===== src/rtl/key_debounce_pkg.sv =====
// key_debounce_pkg: shared types and constants for the key debounce block.
// The optional toggle output is selected with KEY_DEBOUNCE_TOGGLE_EN in the top module.
package key_debounce_pkg;

    // Default qualification length in CLK cycles
    localparam int CNT_MAX_DEFAULT = 4;

    // Filter FSM states; the encoding keeps bit 0 equal to the accepted level
    // in the stable states so a single-bit flip marks entry into a WAIT state.
    typedef enum logic [1:0] {
        IDLE         = 2'b00,
        WAIT_PRESS   = 2'b01,
        PRESSED      = 2'b11,
        WAIT_RELEASE = 2'b10
    } state_t;

    // True while a candidate transition is being qualified
    function automatic logic is_wait_state(input state_t s);
        logic busy_v;
        case (s)
            WAIT_PRESS:   busy_v = 1'b1;
            WAIT_RELEASE: busy_v = 1'b1;
            default:      busy_v = 1'b0;
        endcase
        return busy_v;
    endfunction

endpackage


===== src/rtl/key_debounce_sync_sync_2ff.sv =====
// sync_2ff: two-flop synchroniser for an asynchronous single-bit level.
// Synchronous active-high reset clears both stages. Only the second stage
// may be used by downstream logic.
module sync_2ff (
    input  logic CLK,
    input  logic RST,
    input  logic level,
    output logic level_sync
);

    logic sync1_r;
    logic sync2_r;

    // Shift the raw level through two stages to settle metastability
    always_ff @(posedge CLK) begin
        if (RST) begin
            sync1_r <= 1'b0;
            sync2_r <= 1'b0;
        end else begin
            sync1_r <= level;
            sync2_r <= sync1_r;
        end
    end

    assign level_sync = sync2_r;

endmodule


===== src/rtl/key_debounce_sync.sv =====
// key_debounce_sync: synchronises a bouncing key level, filters it with a
// stability-counter FSM and produces a clean level plus one-cycle rise/fall
// strobes. Defining KEY_DEBOUNCE_TOGGLE_EN adds TOGGLE_OUT, a level that
// flips on every accepted press.
module key_debounce_sync
    import key_debounce_pkg::*;
#(
    parameter int CNT_MAX = CNT_MAX_DEFAULT
) (
    input  logic CLK,
    input  logic RST,
    input  logic KEY_IN,
    output logic KEY_OUT,
    output logic KEY_RISE,
    output logic KEY_FALL,
    output logic BUSY
`ifdef KEY_DEBOUNCE_TOGGLE_EN
    ,
    output logic TOGGLE_OUT
`endif
);

    localparam int CNT_W = $clog2(CNT_MAX + 1);
    localparam logic [CNT_W-1:0] CNT_LAST = CNT_W'(CNT_MAX - 1);
    localparam logic [CNT_W-1:0] CNT_ZERO = {CNT_W{1'b0}};
    localparam logic [CNT_W-1:0] CNT_ONE  = CNT_W'(1);

    logic             key_sync_s;
    state_t           state_r;
    logic [CNT_W-1:0] cnt_r;
    logic             key_out_r;
    logic             key_rise_r;
    logic             key_fall_r;
`ifdef KEY_DEBOUNCE_TOGGLE_EN
    logic             toggle_r;
`else
    // No stored toggle level in this build
`endif

    sync_2ff u_sync (
        .CLK        (CLK),
        .RST        (RST),
        .level      (KEY_IN),
        .level_sync (key_sync_s)
    );

    // Debounce FSM, qualification counter and all registered outputs
    always_ff @(posedge CLK) begin
        if (RST) begin
            state_r    <= IDLE;
            cnt_r      <= CNT_ZERO;
            key_out_r  <= 1'b0;
            key_rise_r <= 1'b0;
            key_fall_r <= 1'b0;
`ifdef KEY_DEBOUNCE_TOGGLE_EN
            toggle_r   <= 1'b0;
`endif
        end else begin
            // Strobes are single-cycle unless a transition is accepted below
            key_rise_r <= 1'b0;
            key_fall_r <= 1'b0;
            case (state_r)
                IDLE: begin
                    cnt_r     <= CNT_ZERO;
                    key_out_r <= 1'b0;
                    if (key_sync_s) begin
                        state_r <= WAIT_PRESS;
                    end else begin
                        state_r <= IDLE;
                    end
                end
                WAIT_PRESS: begin
                    if (!key_sync_s) begin
                        // Bounce: drop the candidate silently
                        state_r <= IDLE;
                        cnt_r   <= CNT_ZERO;
                    end else if (cnt_r == CNT_LAST) begin
                        state_r    <= PRESSED;
                        cnt_r      <= CNT_ZERO;
                        key_out_r  <= 1'b1;
                        key_rise_r <= 1'b1;
`ifdef KEY_DEBOUNCE_TOGGLE_EN
                        toggle_r   <= ~toggle_r;
`endif
                    end else begin
                        cnt_r <= cnt_r + CNT_ONE;
                    end
                end
                PRESSED: begin
                    cnt_r     <= CNT_ZERO;
                    key_out_r <= 1'b1;
                    if (!key_sync_s) begin
                        state_r <= WAIT_RELEASE;
                    end else begin
                        state_r <= PRESSED;
                    end
                end
                WAIT_RELEASE: begin
                    if (key_sync_s) begin
                        // Bounce: return to the held level silently
                        state_r <= PRESSED;
                        cnt_r   <= CNT_ZERO;
                    end else if (cnt_r == CNT_LAST) begin
                        state_r    <= IDLE;
                        cnt_r      <= CNT_ZERO;
                        key_out_r  <= 1'b0;
                        key_fall_r <= 1'b1;
                    end else begin
                        cnt_r <= cnt_r + CNT_ONE;
                    end
                end
                default: begin
                    // Corrupted state register: fall back to a safe idle
                    state_r    <= IDLE;
                    cnt_r      <= CNT_ZERO;
                    key_out_r  <= 1'b0;
                    key_rise_r <= 1'b0;
                    key_fall_r <= 1'b0;
`ifdef KEY_DEBOUNCE_TOGGLE_EN
                    toggle_r   <= 1'b0;
`endif
                end
            endcase
        end
    end

    assign KEY_OUT  = key_out_r;
    assign KEY_RISE = key_rise_r;
    assign KEY_FALL = key_fall_r;
    assign BUSY     = is_wait_state(state_r);
`ifdef KEY_DEBOUNCE_TOGGLE_EN
    assign TOGGLE_OUT = toggle_r;
`endif

endmodule


===== config.mk =====
export PLATFORM = sky130hd
export DESIGN_NAME = key_debounce_sync
export DESIGN_NICKNAME = d
export VERILOG_FILES = /design/src/rtl/key_debounce_pkg.sv /design/src/rtl/key_debounce_sync_sync_2ff.sv /design/src/rtl/key_debounce_sync.sv
export SDC_FILE = /design/constraint.sdc
export NUM_CORES = 1
export LEC_CHECK = 0
export CAP_MARGIN = 40
export CORE_AREA = 4 4 41 43
export DETAILED_ROUTE_END_ITERATION = 8
export DIE_AREA = 0 0 45 47
export PLACE_DENSITY = 0.55
export SLEW_MARGIN = 20
export SYNTH_ARGS = -nofsm -noshare
export SYNTH_HDL_FRONTEND = slang
export SYNTH_SLANG_ARGS = --single-unit

===== constraint.sdc =====
create_clock -name CLK -period 2 [get_ports CLK]
set_input_delay 0.4 -clock CLK [delete_from_list [all_inputs] [get_ports CLK]]
set_output_delay 0.4 -clock CLK [all_outputs]
set_load 0.01 [all_outputs]

---- Yosys cells after proc, flatten, opt, wreduce, memory -nomap -nowiden ----
Cells that the tools add are included.
Widths: inputs -> output; s select.
word-level totals
  bits in registers ....................... 10
  input port bits ......................... 3
  output and inout port bits .............. 4
  logic and storage cells ................. 46
cells by class
  $add $sub $neg .......................... 1
  eq/ne operators ......................... 10
  muxes and demuxes ....................... 18
  bitwise logic cells ..................... 3
  reduce and logical (&&, ||, !) cells .... 7
operators by type and width
  operator             number
  $mux 3               3
  $pmux 3 s3           1
  $mux 1               8
  $mux 2               4
  $pmux 2 s4           1
  $ne 2x2->1 const B   3
  $reduce_or 3->1      2
  $eq 2x2->1 const B   2
  $pmux 1 s4           1
  $reduce_and 4->1     1
  $reduce_or 2->1      2
  $add 3x1->3 const B  1
  $eq 3x2->1 const B   1
  $ne 3x2->1 const B   1
  $ne 3x3->1 const B   1
  $not 1->1            3
  $eq 2x1->1 const B   1
  $logic_not 2->1      1
  $ne 2x1->1 const B   1
  $reduce_and 2->1     1

---- Depth between registers and ports, before layout ----
  word-level depth ........................ 4
  depth in mapped cells ................... 5
  depth with buffers taken out ............ 5

---- Hierarchy ----
A second synthesis with hierarchy kept.
unflattened totals
  cell total of the unflattened synthesis .. 44
  area, all modules ....................... 447.9 µm²
modules (own cells, without submodules)
  module             times used  cells an instance  area each (µm²)  seq. area each (µm²)
  key_debounce_sync  1           40                 395.4            160.2
  sync_2ff           1           4                  52.6             40.0

---- Least setup slack after synthesis ----
OpenSTA, ideal clock, no wires.
  path kind ............................... reg-to-reg
  start ................................... reg state_r[1]
  end ..................................... reg cnt_r[2]
  library setup time ...................... 73 ps
  arrival time ............................ 1350 ps
  required time ........................... 1927 ps
  path slack .............................. 577 ps
  cell stages (with the launch flop) ...... 6
  period minus slack after synthesis ...... 1423 ps
  cell sequence ........................... dfxtp_1 > inv_1 > ha_1 > or3b_1 > a21o_1 > nor3b_2
on the way
  longest elaborated chain between the ends .. 3
  elaborated cells on any way between the ends .. 6
  those cells by class .................... 3 x eq/ne; 1 x mux; 2 x reduce/logical
RTL lines
  item                                                  RTL line                  text
  from (decl)                                           key_debounce_sync.sv:29   state_t state_r;
  from (signal assigned)                                key_debounce_sync.sv:50   state_r <= IDLE;
  from (signal assigned)                                key_debounce_sync.sv:67   state_r <= WAIT_PRESS;
  from (signal assigned)                                key_debounce_sync.sv:69   state_r <= IDLE;
  $eq 2x2->1 / $logic_not 2->1 (equally long branches)  key_debounce_sync.sv:62   case (state_r)
  $reduce_or 2->1 (no source line)                      n/a
  $pmux 3 s3 *                                          key_debounce_sync.sv:62
  to (signal assigned)                                  key_debounce_sync.sv:86   cnt_r <= cnt_r + CNT_ONE;
  to (signal assigned)                                  key_debounce_sync.sv:109  cnt_r <= cnt_r + CNT_ONE;
  to (decl)                                             key_debounce_sync.sv:30   logic [CNT_W-1:0] cnt_r;
Mark *: on every way between the ends. The rest lies on a longest branch, timed or not.
A chain may end at the register's enable or synchronous reset.

---- Worst setup path in the final report ----
  start ................................... reg state_r[0]
  end ..................................... out BUSY
on the way
  longest elaborated chain between the ends .. 3
  elaborated cells on any way between the ends .. 4
  those cells by class .................... 2 x eq/ne; 1 x mux; 1 x reduce/logical
RTL lines
  item                                             RTL line                 text
  $eq 2x2->1 / $eq 2x1->1 (equally long branches)  key_debounce_pkg.sv:20   case (s)
  $reduce_or 2->1 (no source line) *               n/a
  $mux 1 *                                         key_debounce_pkg.sv:20
  to (decl)                                        key_debounce_sync.sv:16  output logic BUSY
Marks and branches as above.

==> results.cfg <==
[timing]
setup_violations = 0
maxSlewViolCount = 0
worst-slew-pin-transition_ps = 308
final.setup.tns_ps = 0
max_freq_mhz = 518
grt_setup_unrepaired = no
fin_crit_sh_pct = 96.5
period_needed_ps = 1930
finalHoldViolCount = 0
final.setup_skew_ps = 1.90
relSlewSlack_pct = 79.5

[cts]
clock_latency_ps = 260
cts_resized = 0
max-clock-path-buffers = 2
htreeDepth = 1
root_buffer = clkbuf_4
ctsHoldBuffers = 0
clk_pin_slew_ps = 70
numCtsBuffers = 3
cts_setup_buffers = 0
cts_tree = built
clock_sinks = 10

[floorplan]
row_count = 13
die_area_um2 = 2120
pin_count = 7
initial_core_util_pct = 35.4
die_width_um = 45
die_y_um = 47
core_um2 = 1300

[global_route]
grt_pass1_vias = 268
gr-usage-all-layers_pct = 8.24
grt_max_degree = 10
grt_first_pass_wirelength_um = 1210
grt_overflow = 0
antenna_found_initial = 0

[yosys]
synth-compound-area-share_pct = 12.0
yosys_warnings = 0
synth_mux_area_share_pct = 4.62
synth-xor-area-share_pct = 0
ys_ff_latch = 10
yosysSeqAreaShare_pct = 43.5
synthSimpleGateAreaFrac_pct = 21.5
syn_inst = 45
synth_top_family_by_area = simple AND/OR/NAND/NOR gates
syn_nets = 53
syn_area_per_cell_um2 = 10.2
synthAdderAreaFrac_pct = 13.6
synth_cell_types = 22
syn_area_um2 = 460

[route]
first_pass_iters = 1
wl_per_cell_um = 11.0
avgViaCountPerCell = 4.75
wirelength_um = 761
drc = 0
vias = 328
drtAntennaViolNets = 0
drt_iter0_markers = 0

[min_path]
hold_class = reg -> reg

[critical_path]
critPathMaxFanout = 4
cp_num_buf_inv = 2
crit_chain = inv_1 > ha_1 > clkdlybuf4s50_1
start_kind = flip-flop
worstSetupPathType = reg -> out
worst_path_dominant_cell_family = buffers and inverters
cp_slowest_cell = clkdlybuf4s50_1
cp-end-kind = output port
arrival_ps = 1530
cp_data_required_time_ps = 1600
slowest_delay_ps = 540

[power_and_ir_drop]
total_leakage_power_nw = 0.206
p_per_area_nw_per_um2 = 706
ir_drop_uv = 445

[place]
place_hpwl_um = 520
portBuffers = 6
routabilityCongestion = 0.695

[cells_and_area]
multiInputGateArea_um2 = 238
final_util_pct = 43.6
drive_gt1_share_pct = 14.8
diodes = 0
seqCellArea_um2 = 203
num-nets-final = 63
fillers = 122
area_delta_synth_final_pct = 23.1

[outcome]
status = finished clean

[run]
max-cap-violations = 0
through the flow:
| stage | area [um^2] | setup slack, ps | power [mW] | hold WS, ps | std cells |
|---|---|---|---|---|---|
| after global placement | 528 | 332 | 0.218 | 417 | 65 |
| after global routing | 567 | 20.2 | 0.414 | 460 | 69 |
| after floorplan | 460 | 577 | 0.213 | 408 | 45 |
| after CTS | 564 | 10.9 | 0.404 | 444 | 69 |
| final | 567 | 69.2 | 0.400 | 439 | 69 |
| after detailed placement | 528 | 308 | 0.218 | 425 | 65 |
report_power, final:
group          switching (mW)  internal, mW  total, mW
registers             0.00234         0.201      0.203
logic                 0.00376       0.00636     0.0101
clock network          0.0762         0.110      0.187
cell type report:
type | instances | share of cell area (%)
clock buffer | 4 | 6.40
inverter | 3 | 1.99
multi-input combinational | 31 | 41.9
sequential | 10 | 35.8
tap | 15 | 3.31
timing repair buffer | 6 | 10.6
placed cells by master, fill, tap and decap left out, drive strengths merged, types with 2 or more instances in the layout:
master | Yosys | layout
nor3 | 3 | 3
nor4 | 2 | 2
nor2 | 2 | 2
inv | 3 | 3
nor2b | 3 | 3
dfxtp | 10 | 10
clkdlybuf4s50 | 0 | 6
clkbuf | 0 | 4
ha | 5 | 5
a21oi | 3 | 3
state kept, by name, indices dropped and copies added, names as in the netlist:
signal             count
state_r                2
KEY_FALL               1
cnt_r                  3
u_sync.level_sync      1
u_sync.sync1_r         1
KEY_OUT                1
KEY_RISE               1
synthesized netlist by cell type (all sizes together):
| cell | instances | share of area [%] |
|---|---|---|
| a21oi | 3 | 3.3 |
| nand3 | 1 | 1.1 |
| a311oi | 1 | 1.9 |
| o21bai | 1 | 1.6 |
| dfxtp | 10 | 43 |
| nor3 | 3 | 3.3 |
| nor2 | 2 | 1.6 |
| a211oi | 1 | 1.6 |
| or3b | 1 | 1.9 |
| nor4b | 1 | 1.9 |
| nand2 | 1 | 0.81 |
| mux2 | 1 | 2.4 |
| inv | 3 | 2.4 |
| a211o | 1 | 1.9 |
| mux2i | 1 | 2.2 |
| nor2b | 3 | 4.1 |
| a21o | 1 | 1.6 |
| ha | 5 | 14 |
| nor4 | 2 | 2.7 |
| nor3b | 1 | 2.7 |
| buf | 1 | 2.4 |
| nand2b | 1 | 1.4 |
routing by layer:
layer | track usage (%) | part of all wire (%) | vias to the layer above
met1 | 11.5 | 53 | 140
met5 | 0 | 0 | -
met3 | 2.30 | 4.7 | 2
li1 | - | - | 180
met2 | 10.2 | 40 | 6
met4 | 7.02 | 2.2 | 0
cells by family after synthesis:
group | count (synthesis)
AND/OR/NAND/NOR | 16
buffers and inverters | 4
AO/OA/AOI/OAI | 8
multiplexers | 2
flip-flops | 10
adder cells (fa/ha/maj) | 5
final timing paths:
kind | from | to | slack, ps | depth (start not counted)
worst max-delay path | state_r[0] | BUSY | 70 | 3
worst min-delay path | u_sync.sync1_r | u_sync.level_sync | 440 | 1
worst max register to register | state_r[0] | cnt_r[2] | 460 | 5
worst min register to register | u_sync.sync1_r | u_sync.level_sync | 440 | 1
worst reg2reg max path, stage by stage, from the launching register on:
cell     delay [ps]
dfxtp_2         340
inv_1            90
ha_1            280
or3b_1          370
a21o_1          220
nor3b_2         160
Note: power is estimated with default switching activity, not from simulation.
